## src/rtl/spi_master_pkg.sv

```systemverilog
// Shared types for the SPI master: FSM state encoding, SPI mode encodings
// and a small counter-width helper.
package spi_master_pkg;

  typedef enum logic [2:0] {
    ST_IDLE,
    ST_SETUP,
    ST_SHIFT,
    ST_NEXT,
    ST_HOLD,
    ST_GAP
  } state_e;

  typedef struct packed {
    logic cpol;
    logic cpha;
  } spi_mode_t;

  localparam spi_mode_t SPI_MODE0 = 2'b00;
  localparam spi_mode_t SPI_MODE1 = 2'b01;
  localparam spi_mode_t SPI_MODE2 = 2'b10;
  localparam spi_mode_t SPI_MODE3 = 2'b11;

  // Bits needed to count 0..n-1, never less than one.
  function automatic int cnt_width(input int n);
    return (n < 2) ? 1 : $clog2(n);
  endfunction

endpackage

```

## src/rtl/spi_sck_gen.sv

```systemverilog
// SCK divider: holds SCK at cpol while disabled, otherwise toggles every
// CLK_DIV cycles and flags the cycle ending in a leading or trailing edge.
module spi_sck_gen #(
  parameter int CLK_DIV = 4
) (
  input  logic i_clk,
  input  logic i_rst_n,
  input  logic enable,
  input  logic cpol,
  output logic sck,
  output logic lead_edge,
  output logic trail_edge
);

  localparam int DIV_W = $clog2(CLK_DIV + 1);

  logic [DIV_W-1:0] div_cnt;
  logic             sck_q;
  logic             half_done;

  assign half_done  = enable && (div_cnt == DIV_W'(CLK_DIV - 1));
  assign lead_edge  = half_done && (sck_q == cpol);
  assign trail_edge = half_done && (sck_q != cpol);
  assign sck        = sck_q;

  // NOTE: clocked state is always assigned with <= so every register samples
  // pre-edge values regardless of block evaluation order.
  always_ff @(posedge i_clk or negedge i_rst_n) begin
    if (!i_rst_n) begin
      div_cnt <= '0;
      sck_q   <= 1'b0;
    end else if (!enable) begin
      div_cnt <= '0;
      sck_q   <= cpol;
    end else if (half_done) begin
      div_cnt <= '0;
      sck_q   <= ~sck_q;
    end else begin
      div_cnt <= div_cnt + 1'b1;
    end
  end

endmodule

```

## src/rtl/spi_master.sv

```systemverilog
// Byte-oriented SPI master with CSn burst framing. Define SPI_M_MODE_SEL_EN
// to add the i_mode[1:0] ({CPOL,CPHA}) input; otherwise fixed mode 0.
module spi_master
  import spi_master_pkg::*;
#(
  parameter int CLK_DIV  = 4,
  parameter int CS_SETUP = 2,
  parameter int CS_HOLD  = 2
) (
  input  logic       i_clk,
  input  logic       i_rst_n,
`ifdef SPI_M_MODE_SEL_EN
  input  logic [1:0] i_mode,
`endif
  input  logic       i_tx_valid,
  output logic       o_tx_ready,
  input  logic [7:0] i_tx_data,
  input  logic       i_tx_last,
  output logic       o_rx_valid,
  output logic [7:0] o_rx_data,
  output logic       o_busy,
  output logic       o_spi_m_sck,
  output logic       o_spi_m_cs_n,
  output logic       o_spi_m_mosi,
  input  logic       i_spi_m_miso
);

  localparam int WAIT_W = cnt_width((CS_SETUP > CS_HOLD) ? CS_SETUP : CS_HOLD);

  state_e            state, state_next;
  spi_mode_t         mode;
  logic [WAIT_W-1:0] wait_cnt;
  logic              wait_done;
  logic              accept, lead, trail, sample, shift, done;
  logic [2:0]        bit_cnt;
  logic [7:0]        tx_sr, rx_sr, rx_next, rx_data_q;
  logic              last_q, mosi_q, cs_n_q, rx_valid_q;
  logic              miso_meta, miso_sync;

`ifdef SPI_M_MODE_SEL_EN
  spi_mode_t mode_q;

  always_ff @(posedge i_clk or negedge i_rst_n) begin
    if (!i_rst_n)                            mode_q <= SPI_MODE0;
    else if (state == ST_IDLE && accept)     mode_q <= spi_mode_t'(i_mode);
  end

  // While idle the SCK level follows the requested mode so it is already
  // settled when CSn falls; the captured copy then holds for the burst.
  assign mode = (state == ST_IDLE) ? spi_mode_t'(i_mode) : mode_q;
`else
  assign mode = SPI_MODE0;
`endif

  spi_sck_gen #(.CLK_DIV(CLK_DIV)) u_sck_gen (
    .i_clk      (i_clk),
    .i_rst_n    (i_rst_n),
    .enable     (state == ST_SHIFT),
    .cpol       (mode.cpol),
    .sck        (o_spi_m_sck),
    .lead_edge  (lead),
    .trail_edge (trail)
  );

  assign o_tx_ready = (state == ST_IDLE) || (state == ST_NEXT);
  assign accept     = i_tx_valid && o_tx_ready;
  assign sample     = mode.cpha ? trail : lead;
  assign shift      = mode.cpha ? lead : trail;
  assign rx_next    = sample ? {rx_sr[6:0], miso_sync} : rx_sr;
  assign done       = trail && (bit_cnt == 3'd7);
  assign wait_done  = (state == ST_SETUP) ? (wait_cnt == WAIT_W'(CS_SETUP - 1))
                                          : (wait_cnt == WAIT_W'(CS_HOLD - 1));

  // NOTE: state_next gets a default before the case so no path leaves it
  // unassigned, which would otherwise infer a latch.
  always_comb begin
    state_next = state;
    unique case (state)
      ST_IDLE:  if (accept)    state_next = ST_SETUP;
      ST_SETUP: if (wait_done) state_next = ST_SHIFT;
      ST_SHIFT: if (done)      state_next = last_q ? ST_HOLD : ST_NEXT;
      ST_NEXT:  if (accept)    state_next = ST_SHIFT;
      ST_HOLD:  if (wait_done) state_next = ST_GAP;
      ST_GAP:   if (wait_done) state_next = ST_IDLE;
      default:                 state_next = ST_IDLE;
    endcase
  end

  always_ff @(posedge i_clk or negedge i_rst_n) begin
    if (!i_rst_n) begin
      state    <= ST_IDLE;
      wait_cnt <= '0;
    end else begin
      state <= state_next;
      if (state_next != state || state == ST_IDLE || state == ST_SHIFT || state == ST_NEXT)
        wait_cnt <= '0;
      else
        wait_cnt <= wait_cnt + 1'b1;
    end
  end

  always_ff @(posedge i_clk or negedge i_rst_n) begin
    if (!i_rst_n) begin
      miso_meta  <= 1'b0;
      miso_sync  <= 1'b0;
      tx_sr      <= '0;
      rx_sr      <= '0;
      rx_data_q  <= '0;
      bit_cnt    <= '0;
      last_q     <= 1'b0;
      mosi_q     <= 1'b0;
      cs_n_q     <= 1'b1;
      rx_valid_q <= 1'b0;
    end else begin
      miso_meta  <= i_spi_m_miso;
      miso_sync  <= miso_meta;
      rx_valid_q <= done;
      rx_sr      <= rx_next;
      cs_n_q     <= (state_next == ST_IDLE) || (state_next == ST_GAP);
      if (done) rx_data_q <= rx_next;
      if (trail) bit_cnt <= bit_cnt + 1'b1;

      if (accept) begin
        tx_sr  <= i_tx_data;
        last_q <= i_tx_last;
        if (!mode.cpha) mosi_q <= i_tx_data[7];
      end else if (shift) begin
        // CPHA=0 already shows bit 7, so the trailing edge moves on to bit 6.
        mosi_q <= mode.cpha ? tx_sr[7] : tx_sr[6];
        tx_sr  <= {tx_sr[6:0], 1'b0};
      end
    end
  end

  assign o_rx_valid   = rx_valid_q;
  assign o_rx_data    = rx_data_q;
  assign o_busy       = (state != ST_IDLE);
  assign o_spi_m_cs_n = cs_n_q;
  assign o_spi_m_mosi = mosi_q;

endmodule

```

## config.mk

```make
export PLATFORM = sky130hd
export DESIGN_NAME = spi_master
export DESIGN_NICKNAME = d
export VERILOG_FILES = /design/src/rtl/spi_master_pkg.sv /design/src/rtl/spi_sck_gen.sv /design/src/rtl/spi_master.sv
export SDC_FILE = /design/constraint.sdc
export NUM_CORES = 1
export LEC_CHECK = 0
export CORE_MARGIN = 5
export CORE_UTILIZATION = 60
export CTS_BUF_LIST = sky130_fd_sc_hd__clkbuf_16
export DETAILED_ROUTE_END_ITERATION = 6
export DONT_BUFFER_PORTS = 1
export GPL_TIMING_DRIVEN = 0
export PLACE_DENSITY = 0.86
export SYNTH_ARGS = -nofsm -noshare
export SYNTH_HDL_FRONTEND = slang
export SYNTH_SLANG_ARGS = --single-unit
```

## constraint.sdc

```tcl
create_clock -name i_clk -period 3.7 [get_ports i_clk]
set_input_delay 1.11 -clock i_clk [delete_from_list [all_inputs] [get_ports i_clk]]
set_output_delay 1.11 -clock i_clk [all_outputs]
set_load 0.01 [all_outputs]
```

After elaboration in Yosys (flattened, before gate mapping) --
Cells that the tools add are included.
Cells by class: add/sub/neg operators 3, equal/unequal tests 10, mux-type cells 18, bitwise logic cells 1, reduce and logical (&&, ||, !) cells 14
Operators with widths (count):
- $mux 3 | 9
- $pmux 3 s6 | 1
- $mux 7 | 2
- $eq 3x3->1 const B | 4
- $eq 3x2->1 const B | 3
- $mux 8 | 1
- $add 3x1->3 const B | 2
- $logic_not 3->1 | 2
- $logic_and 1x1->1 | 5
- $logic_or 1x1->1 | 5
- $mux 1 | 5
- $eq 3x1->1 const B | 1
- $ne 3x3->1 | 1
- $reduce_bool 3->1 | 1
- $ne 2x2->1 const B | 1
- $reduce_bool 2->1 | 1
- $add 1x1->1 const B | 1
- $not 1->1 | 1
Storage, ports and cells: register bits 40, input port bits 13, output and inout bits 14, logic and storage cells 60

Logic depth before layout (Yosys ltp) --
depth in word-level cells 11, mapped depth 6, gate-level depth less buffers 5

Cells and area by module --
Synthesis repeated with hierarchy kept, for this count alone.
Unflattened totals: cells, all modules 125, area total of the unflattened synthesis 1749.2 µm²
Modules (own cells, without submodules):
- spi_master | instances 1, cells each 107, area an instance 1545.2 µm², sequential area each 902.1 µm²
- spi_sck_gen | instances 1, cells each 18, area an instance 203.9 µm², sequential area each 100.1 µm²

Worst setup path after synthesis --
OpenSTA, ideal clock, no wires.
path kind register to output, start register state[1], end output port o_tx_ready, data arrival time 1.052 ns, data required time 2.590 ns, slack 1.538 ns, stages on the path, launching flop included 4, path through dfrtp_1 buf_6 xor2_1 nor2_1
On the way: word-level cells in the longest chain between the ends 2, elaborated cells between the ends (all ways) 3
RTL lines:
- from (decl) | RTL line spi_master.sv:30 | state_e state, state_next;
- from (signal assigned) | RTL line spi_master.sv:94 | state <= state_next;
- $eq 3x2->1 or $logic_not 3->1 (tied branches) | RTL line spi_master.sv:65 | assign o_tx_ready = (state == ST_IDLE) || (state == ST_NEXT);
- $logic_or 1x1->1 * | RTL line spi_master.sv:65
- to (decl) | RTL line spi_master.sv:16 | output logic o_tx_ready,
Mark *: on every way between the ends. The rest lies on a longest branch, timed or not.

Final worst setup path --
Same ends and word-level chain as after synthesis.

==> results.toml <==
[timing]
post-route-period-util_pct = 72.19
least_margin_pin_slew_ns = 0.7071
min_period_ns = 2.671
fin_ws_ns = 1.029
fin_worst_skew_ns = 0.003946
rsz_0062_raised_after_global_routing = "no"
timing_max_transition_violations_final = 0
timing.final.setup_violations = 0
timing.final.hold_violations = 0
tns_ns = 0
slew_headroom_pct = 52.70
max_freq_mhz = 374.4

[hold_path]
hp-class = "reg2reg"
worst_hold_path.num_cells = 0
hp-start = "miso_meta"
worst_hold_path.endpoint = "miso_sync"

[setup_path]
timing.critical_path.fanout_max = 10
timing.critical_path.from_type = "flip-flop"
critical_path.n_buffers_inverters = 1
worst_ep_required_time_ns = 2.59
crit_path_max_incr_delay_ns = 0.58
critical_path.reg2reg.startpoint = "state[1]"
worst_setup_path_end_kind = "primary output"
worst-endpoint-arrival_ns = 1.56
critPathSlowestCell = "sky130_fd_sc_hd__xor2_1"
worst_path_cell_chain = "buf_6 > xor2_1 > nor2_1"
number_of_cells_on_the_worst_reg_to_reg_path = 5
rr_endpoint = "last_q"
path_class = "reg2out"
cpLargestDelayFamily = "XOR/XNOR gates"
timing.reg2reg.setup_slack_ns = 1.82

[route]
vias = 1079
post-route-drc-count = 0
detail_route.wl_per_cell_um = 18.24
number_of_vias_per_cell = 6.131
route.antenna.remaining_nets = 0
routed_wire_length_mm = 3.211
drt_first_iter_violations = 106
drt_pass1_iterations = 4

[synth]
yosysSeqAreaShare_pct = 56.57
avgSynthCellArea_um2 = 12.93
number_of_library_cell_types_mapped_by_synthesis = 36
postSynth.asyncResetShare_pct = 100.0
ys.warnings.count = 0
syn_inst = 137
synth_area_um2 = 1772
synth_largest_area_cell = "sky130_fd_sc_hd__dfrtp_1"
synth-seq-cells = 40
synth.top_cells.by_area = "sky130_fd_sc_hd__dfrtp_1, sky130_fd_sc_hd__mux2_2, sky130_fd_sc_hd__mux2_4, sky130_fd_sc_hd__o21ai_0, sky130_fd_sc_hd__buf_6"
synth-simple-area-share_pct = 12.57
synth_compound_gate_area_share_pct = 8.898
synth_ff_type = "sky130_fd_sc_hd__dfrtp_1"
yosys-mux-area-fraction_pct = 13.77
combinational_family_with_the_most_area_after_synthesis = "multiplexers"
number_of_enable_flip_flop_cells_after_synthesis = 0
synthDominantCellAreaShare_pct = 55.08
mappedNetlistNets = 153
synth_fa_ha_area_share_pct = 2.119
yosys.area_share.xor_xnor_pct = 1.483

[power]
vdd.ir_drop.worst_mv = 0.4249
static_leakage_nw = 0.9213
power.density_cell_area_nw_per_um2 = 475.4

[floorplan]
floorplan.rows = 19
die_height_um = 64.34
die_area_um2 = 4140
fp.dieW_um = 64.34
core_region_area_um2 = 2805
initial_util_pct = 63.16
io_pins = 27

[global_routing]
grt_overflow = 0
first_pass_grt_wire_length_mm = 5.554
grt_start_max_net_pins = 41
first_global_vias = 1174
grt_antenna_before_repair = 0
total_routing_usage_reported_by_global_routing_pct = 18.00

[clock_network]
post_cts.repair.setup_buffers = 0
cts-hold-fix-buffers = 0
tritoncts = "done"
clk_path_buf_depth = 2
cts_sinks = 40
cts.root.buffer_cell = "sky130_fd_sc_hd__clkbuf_16"
clk_latency_ns = 0.28
h_tree_depth_reported_by_cts = 2
cts_resized = 0
cts.clk_slew.worst_paths_ns = 0.06
cts-buffers-inserted = 5

[final_layout]
most-common-layout-cells = "sky130_fd_sc_hd__dfrtp_1, sky130_fd_sc_hd__mux2_2, sky130_fd_sc_hd__o21ai_0"
layout.cells.most_common = "sky130_fd_sc_hd__dfrtp_1"
layout-drive-gt1-share_pct = 24.14
count_of_inserted_antenna_diode_cells = 0
syn2layout_area_growth_pct = 11.65
net_count_final = 160

[run]
drv_cap = 0

[placed_design]
portBuffers = 0
globalplace.congestion = 0.8361
place.detailed.hpwl_mm = 2.167
dpl_worst_slack_ns = 1.344

[outcome]
status = "finished clean"
==> through the flow <==
stage	cells	power, mW	hold slack (ns)	util, %	area (um2)
detailed placement	168	0.4674	0.3450	64.54	1810
global route	176	0.9737	0.3580	70.52	1978
global placement	168	0.4664	0.3359	64.54	1810
finish	176	0.9405	0.3460	70.52	1978
CTS	176	0.9492	0.3475	70.52	1978
floorplan	137	0.4645	0.3312	-	1772
==> cell usage after synthesis, drive strengths merged (2+ instances only) <==
cell type	instances
nor3b	2
nor2b	2
or3	3
nand2	3
nor3	8
ha	3
dfrtp	39
nand3	7
nor2	4
o21ai	9
xnor2	2
a31oi	6
buf	7
inv	5
mux2	19
nand2b	2
==> worst max path at each step <==
stage / startpoint / end / cells after the start
2_1_floorplan: state[1] / o_tx_ready / 3
3_3_place_gp: state[1] / o_tx_ready / 3
3_5_place_dp: state[1] / o_tx_ready / 3
4_1_cts: state[1] / o_tx_ready / 3
5_1_grt: state[1] / o_tx_ready / 3
6_report: state[1] / o_tx_ready / 3
==> report_power, final <==
part / internal [mW] / total, mW / switching, mW / leakage [nW]
clock: 0.316 / 0.481 / 0.164 / 0.0814
sequential: 0.444 / 0.449 / 0.00477 / 0.499
combinational: 0.00666 / 0.0106 / 0.00395 / 0.341
==> routing by layer <==
layer | vias up | global-route usage [%] | routed length [um]
li1 | 513 | - | -
met1 | 534 | 19.73 | 1299
met2 | 26 | 29.38 | 1641
met3 | 6 | 8.932 | 213
met4 | 0 | 8.179 | 57
met5 | - | 0 | 0
==> worst register-to-register path: stages, from the launching register on <==
cell and delay, ns:
sky130_fd_sc_hd__dfrtp_1 0.37, sky130_fd_sc_hd__buf_6 0.14, sky130_fd_sc_hd__xor2_1 0.58, sky130_fd_sc_hd__or2_1 0.20, sky130_fd_sc_hd__buf_6 0.14, sky130_fd_sc_hd__mux2_2 0.33
==> sequential cells by signal, indices dropped and copies added (netlist names), 3 cells and up <==
name,cells
bit_cnt,3
u_sck_gen.div_cnt,3
o_rx_data,8
rx_sr,8
state,3
tx_sr,7
==> cell type report <==
type / instances / area (um2)
clock buffers: 5 / 125.1
multi-input cells: 84 / 688.2
plain buffers: 8 / 62.56
inverters: 5 / 18.77
clock inverters: 3 / 42.54
fillers: 195 / 827.0
well taps: 31 / 38.79
flip-flops and latches: 40 / 1002
==> cell families (layout without fill, tap and decap cells) <==
kind of cell    Yosys count  count (layout)
flops                    40              40
simple gates             35              35
compound gates           24              24
mux                      19              19
buf+inv                  13              21
fa+ha+maj                 3               3
xor+xnor                  3               3
Power figures use the tool's default switching activity.
